File: src/rtl/isqrt_arb_pkg.sv
// Shared constants for the isqrt round-robin front end.
//   ISQRT_W           operand/result width of the shared isqrt
//   ISQRT_LAT_DEFAULT default isqrt pipeline depth
//   MAX_REQ           largest supported requester count
//   TAG_W             requester-index width (sized for MAX_REQ)
//   GCNT_W / GCNT_MAX grant-counter width and saturation value
package isqrt_arb_pkg;
    localparam int ISQRT_W           = 32;
    localparam int ISQRT_LAT_DEFAULT = 16;
    localparam int MAX_REQ           = 8;
    localparam int TAG_W             = $clog2(MAX_REQ);
    localparam int GCNT_W            = 16;
    localparam logic [GCNT_W-1:0] GCNT_MAX = '1;
endpackage

File: src/rtl/isqrt_arbiter_if.sv
// Requester-side bundle of the isqrt arbiter.
//   req_vld / req_x : per-requester operand valid and operand
//   req_rdy         : per-requester accept (one-hot or zero)
//   rsp_vld / rsp_y : one-hot result strobe and shared result
// master = requester side, slave = arbiter side.
interface isqrt_arbiter_if import isqrt_arb_pkg::*; #(
    parameter int N_REQ = 3
);
    logic [N_REQ-1:0]              req_vld;
    logic [N_REQ-1:0][ISQRT_W-1:0] req_x;
    logic [N_REQ-1:0]              req_rdy;
    logic [N_REQ-1:0]              rsp_vld;
    logic [ISQRT_W-1:0]            rsp_y;

    modport master (output req_vld, req_x, input req_rdy, rsp_vld, rsp_y);
    modport slave  (input req_vld, req_x, output req_rdy, rsp_vld, rsp_y);
endinterface

File: src/rtl/isqrt_arb_rr.sv
// Combinational round-robin grant.
//   req          : request vector
//   last_granted : index of the most recent winner
//   grant        : one-hot winner, zero when no request
//   next_ptr     : winner index (holds last_granted when no request)
// Search starts at last_granted+1 and wraps from N_REQ-1 to 0.
module isqrt_arb_rr import isqrt_arb_pkg::*; #(
    parameter int N_REQ = 3
) (
    input  logic [N_REQ-1:0] req,
    input  logic [TAG_W-1:0] last_granted,
    output logic [N_REQ-1:0] grant,
    output logic [TAG_W-1:0] next_ptr
);
    // Walk priority from lowest to highest so the nearest requester
    // after the pointer is the last (winning) assignment.
    always_comb begin
        grant    = '0;
        next_ptr = last_granted;
        for (int k = N_REQ; k >= 1; k--) begin
            for (int i = 0; i < N_REQ; i++) begin
                if (req[i] && ((int'(last_granted) + k) % N_REQ == i)) begin
                    grant    = '0;
                    grant[i] = 1'b1;
                    next_ptr = TAG_W'(i);
                end
            end
        end
    end
endmodule

File: src/rtl/isqrt_arbiter.sv
// Round-robin front end sharing one pipelined isqrt among N_REQ requesters.
//   clk, rst_n      : clock, asynchronous active-low reset
//   bus (slave)     : req_vld/req_x/req_rdy/rsp_vld/rsp_y
//   sq_x_vld, sq_x  : operand to the isqrt
//   sq_y_vld, sq_y  : result from the isqrt (LATENCY cycles after sq_x_vld)
//   err             : sticky flag, isqrt valid disagreed with the tag pipe
//   grant_cnt       : per-requester saturating grant counters
// Macro ISQRT_ARBITER_PERF_EN enables grant_cnt; otherwise it is tied to 0.
module isqrt_arbiter import isqrt_arb_pkg::*; #(
    parameter int N_REQ   = 3,
    parameter int LATENCY = ISQRT_LAT_DEFAULT
) (
    input  logic                         clk,
    input  logic                         rst_n,
    isqrt_arbiter_if.slave               bus,
    output logic                         sq_x_vld,
    output logic [ISQRT_W-1:0]           sq_x,
    input  logic                         sq_y_vld,
    input  logic [ISQRT_W-1:0]           sq_y,
    output logic                         err,
    output logic [N_REQ-1:0][GCNT_W-1:0] grant_cnt
);
    logic [N_REQ-1:0]            req_gated;
    logic [N_REQ-1:0]            grant;
    logic [TAG_W-1:0]            last_granted;
    logic [TAG_W-1:0]            next_ptr;
    logic                        any_grant;
    logic [ISQRT_W-1:0]          sel_x;
    // Stage 0 is the sq_x_vld register; stage LATENCY lines up with sq_y_vld.
    logic [LATENCY:0]            vld_pipe;
    logic [LATENCY:0][TAG_W-1:0] tag_pipe;
    logic                        out_vld;
    logic [TAG_W-1:0]            out_tag;

    // No accepts while in reset.
    assign req_gated = bus.req_vld & {N_REQ{rst_n}};

    isqrt_arb_rr #(.N_REQ(N_REQ)) u_rr (
        .req          (req_gated),
        .last_granted (last_granted),
        .grant        (grant),
        .next_ptr     (next_ptr)
    );

    assign bus.req_rdy = grant;
    assign any_grant   = |grant;

    always_comb begin
        sel_x = '0;
        for (int i = 0; i < N_REQ; i++)
            if (grant[i]) sel_x = sel_x | bus.req_x[i];
    end

    always_ff @(posedge clk or negedge rst_n) begin
        if (!rst_n)         last_granted <= TAG_W'(N_REQ - 1);
        else if (any_grant) last_granted <= next_ptr;
    end

    always_ff @(posedge clk or negedge rst_n) begin
        if (!rst_n) vld_pipe <= '0;
        else        vld_pipe <= {vld_pipe[LATENCY-1:0], any_grant};
    end

    // Datapath flops load only with a valid beside them, so idle
    // cycles leave operand and tags frozen.
    always_ff @(posedge clk) begin
        if (any_grant) begin
            sq_x        <= sel_x;
            tag_pipe[0] <= next_ptr;
        end
        for (int i = 1; i <= LATENCY; i++)
            if (vld_pipe[i-1]) tag_pipe[i] <= tag_pipe[i-1];
    end

    assign sq_x_vld = vld_pipe[0];
    assign out_vld  = vld_pipe[LATENCY];
    assign out_tag  = tag_pipe[LATENCY];

    always_comb begin
        rsp_vld_default: begin
            bus.rsp_vld = '0;
        end
        for (int i = 0; i < N_REQ; i++)
            if (sq_y_vld && out_vld && out_tag == TAG_W'(i)) bus.rsp_vld[i] = 1'b1;
    end
    assign bus.rsp_y = sq_y;

    always_ff @(posedge clk or negedge rst_n) begin
        if (!rst_n)                   err <= 1'b0;
        else if (sq_y_vld != out_vld) err <= 1'b1;
    end

`ifdef ISQRT_ARBITER_PERF_EN
    always_ff @(posedge clk or negedge rst_n) begin
        if (!rst_n) begin
            grant_cnt <= '0;
        end else begin
            for (int i = 0; i < N_REQ; i++)
                if (grant[i] && grant_cnt[i] != GCNT_MAX)
                    grant_cnt[i] <= grant_cnt[i] + 1'b1;
        end
    end
`else
    assign grant_cnt = '0;
`endif
endmodule

File: src/flat_wrapper.sv
// flat-port wrapper written by rule: the top's interface ports become plain ports
module isqrt_arbiter_flat import isqrt_arb_pkg::*;
#(
    parameter int N_REQ   = 3,
    parameter int LATENCY = ISQRT_LAT_DEFAULT
)
  (clk, rst_n, sq_x_vld, sq_x, sq_y_vld, sq_y, err, grant_cnt, bus_req_vld, bus_req_x, bus_req_rdy, bus_rsp_vld, bus_rsp_y);
  isqrt_arbiter_if #(.N_REQ(N_REQ)) bus_i ();
  input  logic clk;
  input  logic rst_n;
  output logic sq_x_vld;
  output logic [ISQRT_W-1:0] sq_x;
  input  logic sq_y_vld;
  input  logic [ISQRT_W-1:0] sq_y;
  output logic err;
  output logic [N_REQ-1:0][GCNT_W-1:0] grant_cnt;
  input wire logic [$bits(bus_i.req_vld)-1:0] bus_req_vld;
  input wire logic [$bits(bus_i.req_x)-1:0] bus_req_x;
  output wire logic [$bits(bus_i.req_rdy)-1:0] bus_req_rdy;
  output wire logic [$bits(bus_i.rsp_vld)-1:0] bus_rsp_vld;
  output wire logic [$bits(bus_i.rsp_y)-1:0] bus_rsp_y;
  assign bus_i.req_vld = bus_req_vld;
  assign bus_i.req_x = bus_req_x;
  assign bus_req_rdy = bus_i.req_rdy;
  assign bus_rsp_vld = bus_i.rsp_vld;
  assign bus_rsp_y = bus_i.rsp_y;
  isqrt_arbiter #(.N_REQ(N_REQ), .LATENCY(LATENCY)) u_core (.clk(clk), .rst_n(rst_n), .bus(bus_i), .sq_x_vld(sq_x_vld), .sq_x(sq_x), .sq_y_vld(sq_y_vld), .sq_y(sq_y), .err(err), .grant_cnt(grant_cnt));
endmodule
File: config.mk
export PLATFORM = sky130hd
export DESIGN_NAME = isqrt_arbiter_flat
export DESIGN_NICKNAME = d
export VERILOG_FILES = /design/src/rtl/isqrt_arb_pkg.sv /design/src/rtl/isqrt_arbiter_if.sv /design/src/rtl/isqrt_arb_rr.sv /design/src/rtl/isqrt_arbiter.sv /design/src/flat_wrapper.sv
export SDC_FILE = /design/constraint.sdc
export NUM_CORES = 1
export LEC_CHECK = 0
export CAP_MARGIN = 20
export CORE_AREA = 2 2 116 118
export CTS_CLUSTER_SIZE = 14
export DETAILED_ROUTE_END_ITERATION = 8
export DIE_AREA = 0 0 118 120
export PLACE_DENSITY = 0.86
export SLEW_MARGIN = 15
export SYNTH_ARGS = -nofsm -noshare
export SYNTH_HDL_FRONTEND = slang
export SYNTH_SLANG_ARGS = --single-unit
File: constraint.sdc
create_clock -name clk -period 9.6 [get_ports clk]
set_clock_uncertainty 0.05 [all_clocks]
set_input_delay 1.92 -clock clk [delete_from_list [all_inputs] [get_ports clk]]
set_output_delay 1.92 -clock clk [all_outputs]
set_load 0.03 [all_outputs]
==> results.md <==
* Crit-path max FO at 35
* Mean post-synth cell area at between 10 and 15 µm²
* Final Cycle Share at between 80% and 90%
* FFs w/ async S/R, synth at between 20% and 30%
* EDFF count, synth at 83
* DR iter-0 viols at 278
* Area delta synth->final at 24.6%
* Final GP Congestion at approximately 0.94
* Post_cts resized at 0
* Num Clock Sinks at 104
* Final setup vio count at 0
* Global route overflow at 0
* Highest-count cells in the layout ignoring fill and taps: 141 x clkdlybuf4s50_1, 83 x edfxtp_1, 48 x conb_1, 36 x a221o_1, 34 x and2_1
* Total GRT Usage at 20.1%
* Largest net degree at the start of global routing at 39
* Detailed Route WL at 14600 µm
* Die Ht at 120 µm
* Final min period at roughly 8.2 ns
* CTS buffer count at 9
* TritonCTS clock tree: yes
* H-tree levels at 3
* Post-synth top area share at 42.5%
* Die width at ~120 µm
* Slew @ Worst Pin at around 0.56 ns
* Final Max Slew Viols at 0
* CP required at 7.63 ns
* Worst min-delay path startpoint: u_core.tag_pipe[38]
* Routed vias at about 4200
* Hold buffers post-CTS at 0
* Synth area leader: edfxtp_1
* Hold/Removal Path Class: reg -> reg
* Worst Path Arrival at around 6.2 ns
* Total Nets Final at 743
* Drt via density at roughly 5.4
* R2r startpoint: u_core.last_granted[0]
* Top cells by area in the synthesized netlist: edfxtp_1 43%, buf_4 10%, dfrtp_1 8.5%, a221o_1 6.1%, ha_1 4.9%
* Initial antenna violation count at 1
* Full die area at between 0.01 and 0.015 mm²
* Fin. Hold Viols at 0
* Post-CTS Setup Bufs at 0
* Yosys reg bits at roughly 100
* YS warnings at 0
* Row count at 42
* Clk buf depth at 2
* Routed len/inst at 19.0 µm
* RSZ-0062 raised after global routing: no
* LEAKAGE at roughly 2.8 nW
* Initial core utilization at between 40% and 50%
* Critical path origin: u_core.last_granted[1]
* Core area at 0.0130 mm²
* Layout cells sized above 1 at 5.92%
* Yosys cell types at slightly above 70
* Setup TNS at 0 ns
* Vias in the first global route at approximately 4000
* Commonest non-fill, non-tap cell in the layout: clkdlybuf4s50_1
* ANT nets after route at 0
* FMAX at about 120 MHz
* I/O pin count at between 200 and 300
* Crit start category: register
* Synthesized area at about 0.0059 mm²
* DP Wirelength at 11300 µm
* Cells after synthesis at just under 500
* Synth Flop Type: edfxtp_1
* DRC Markers at 0
* Drt first pass iters at 5
* CP endpoint kind: output pin
* Fill count at roughly 1100
* Final hold slack at around 0.37 ns
* CTS Root Cell: clkbuf_16
* Slew headroom at 62.3%
* Power per cell area at between 300 and 400 mW/mm²
* VDD IR max at roughly 450 µV
* CP Class: reg -> out
* Port bufs at around 140
* Clk slew on worst S/H paths at approximately 0.06 ns
* Max-cap violations at 0
* Clk Latency, worst-skew pair at between 0.3 and 0.4 ns
* First-pass GRT wire length at about 22000 µm
* Run status: finished clean
* Register area share after synthesis at between 50% and 60%
==> Yosys cell counts (3+ instances only) <==
| cell | count |
|---|---|
| buf_6 | 4 |
| buf_2 | 4 |
| a21oi_1 | 10 |
| nand2b_1 | 5 |
| clkbuf_1 | 9 |
| nor4_1 | 4 |
| nand3_1 | 8 |
| nor4bb_1 | 4 |
| xnor2_1 | 7 |
| o41a_1 | 3 |
| inv_1 | 15 |
| o21ai_0 | 6 |
| a221oi_1 | 3 |
| nand2_1 | 15 |
| buf_4 | 81 |
| nor2_1 | 13 |
| a211oi_1 | 4 |
| ha_1 | 23 |
| and2_1 | 34 |
| a31o_1 | 3 |
| edfxtp_1 | 83 |
| a21o_1 | 6 |
| o2111ai_1 | 3 |
| dfrtp_1 | 20 |
| a221o_1 | 36 |
| and3_1 | 5 |
| a211o_1 | 5 |
| nor3_1 | 7 |
==> power breakdown <==
part	internal [W]	total [W]	switching (W)
clock network	0.000210	0.000359	0.000149
registers	0.000818	0.000899	0.0000805
logic	0.000635	0.00166	0.00103
==> registers in the layout (all words and copies together) (netlist names) <==
signal / count
u_core.tag_pipe: 48
u_core.sq_x: 32
u_core.vld_pipe: 17
u_core.last_granted: 3
u_core.out_tag: 3
u_core.err: 1
==> metrics by stage <==
step | power, W | worst slack (ns) | std cells | instance area [µm²] | utilization, %
4_1_cts | 0.00292 | 1.49 | 767 | 7300 | 56.3
3_5_place_dp | 0.00256 | 1.87 | 751 | 7000 | 54.0
5_1_grt | 0.00309 | 0.961 | 767 | 7300 | 56.3
2_1_floorplan | 0.00210 | 2.46 | 528 | 6040 | -
3_3_place_gp | 0.00250 | 2.01 | 751 | 7000 | 54.0
6_report | 0.00292 | 1.40 | 768 | 7310 | 56.3
==> logic make-up (layout without fill, tap and decap cells) <==
| logic type | after synthesis | after routing | share of synthesized area (%) |
|---|---|---|---|
| AOI/OAI and AO/OA | 115 | 115 | 17.3 |
| buffers and inverters | 115 | 178 | 13.1 |
| and+or+nand+nor | 111 | 111 | 11.0 |
| DFF | 104 | 104 | 51.5 |
| adders and majority gates | 23 | 23 | 4.91 |
| xor gates and xnor gates | 9 | 9 | 1.60 |
| muxes | 3 | 3 | 0.533 |
| other | 1 | 49 | 0.0639 |
==> critical path, stage by stage, from the launching register on <==
cell and delay, ns:
dfstp_2 0.63, inv_1 0.16, ha_1 0.28, xor2_2 0.35, nor2_1 0.17, ha_1 0.28
ha_1 0.30, a21oi_2 0.28, nand2_2 0.14, xnor2_1 0.32, ha_1 0.39, o21ai_0 0.14
a221o_1 0.28, a21o_1 0.18, nand2_1 0.09, nor4bb_1 0.36, a21boi_1 0.23, o311a_1 0.18
buf_4 0.36, clkdlybuf4s50_1 0.76
==> final timing paths <==
path / to / depth (start not counted) / slack (ns)
setup / recovery: bus_req_rdy[1] / 19 / 1.40
min in group asynchronous: u_core.vld_pipe[15] / 2 / 1.91
setup reg to reg: u_core.sq_x[21] / 20 / 3.88
max in group asynchronous: u_core.last_granted[1] / 2 / 7.29
hold reg to reg: u_core.tag_pipe[41] / 0 / 0.37
hold / removal: u_core.tag_pipe[41] / 0 / 0.37
==> per-layer routing <==
metal / wire length, µm / share of wire (%) / global-route usage (%) / up-vias
met5: 0 / 0 / 0 / -
li1: - / - / - / 1919
met2: 7670 / 52 / 35.4 / 178
met3: 826 / 5.7 / 4.99 / 24
met1: 5930 / 41 / 24.9 / 2057
met4: 183 / 1.3 / 4.97 / 0
==> area by class of cell <==
type / count / area [µm²] / area share [%]
clock buffer: 12 / 246 / 3.37
tap: 176 / 220 / 3.01
antenna: 1 / 2.50 / 0.0343
inverter: 15 / 56.3 / 0.771
sequential: 104 / 3020 / 41.3
multi-input combinational: 309 / 2250 / 30.8
timing repair buffer: 147 / 1460 / 19.9
clock inverter: 4 / 53.8 / 0.736
No activity file was read; power rests on OpenSTA's default activity.
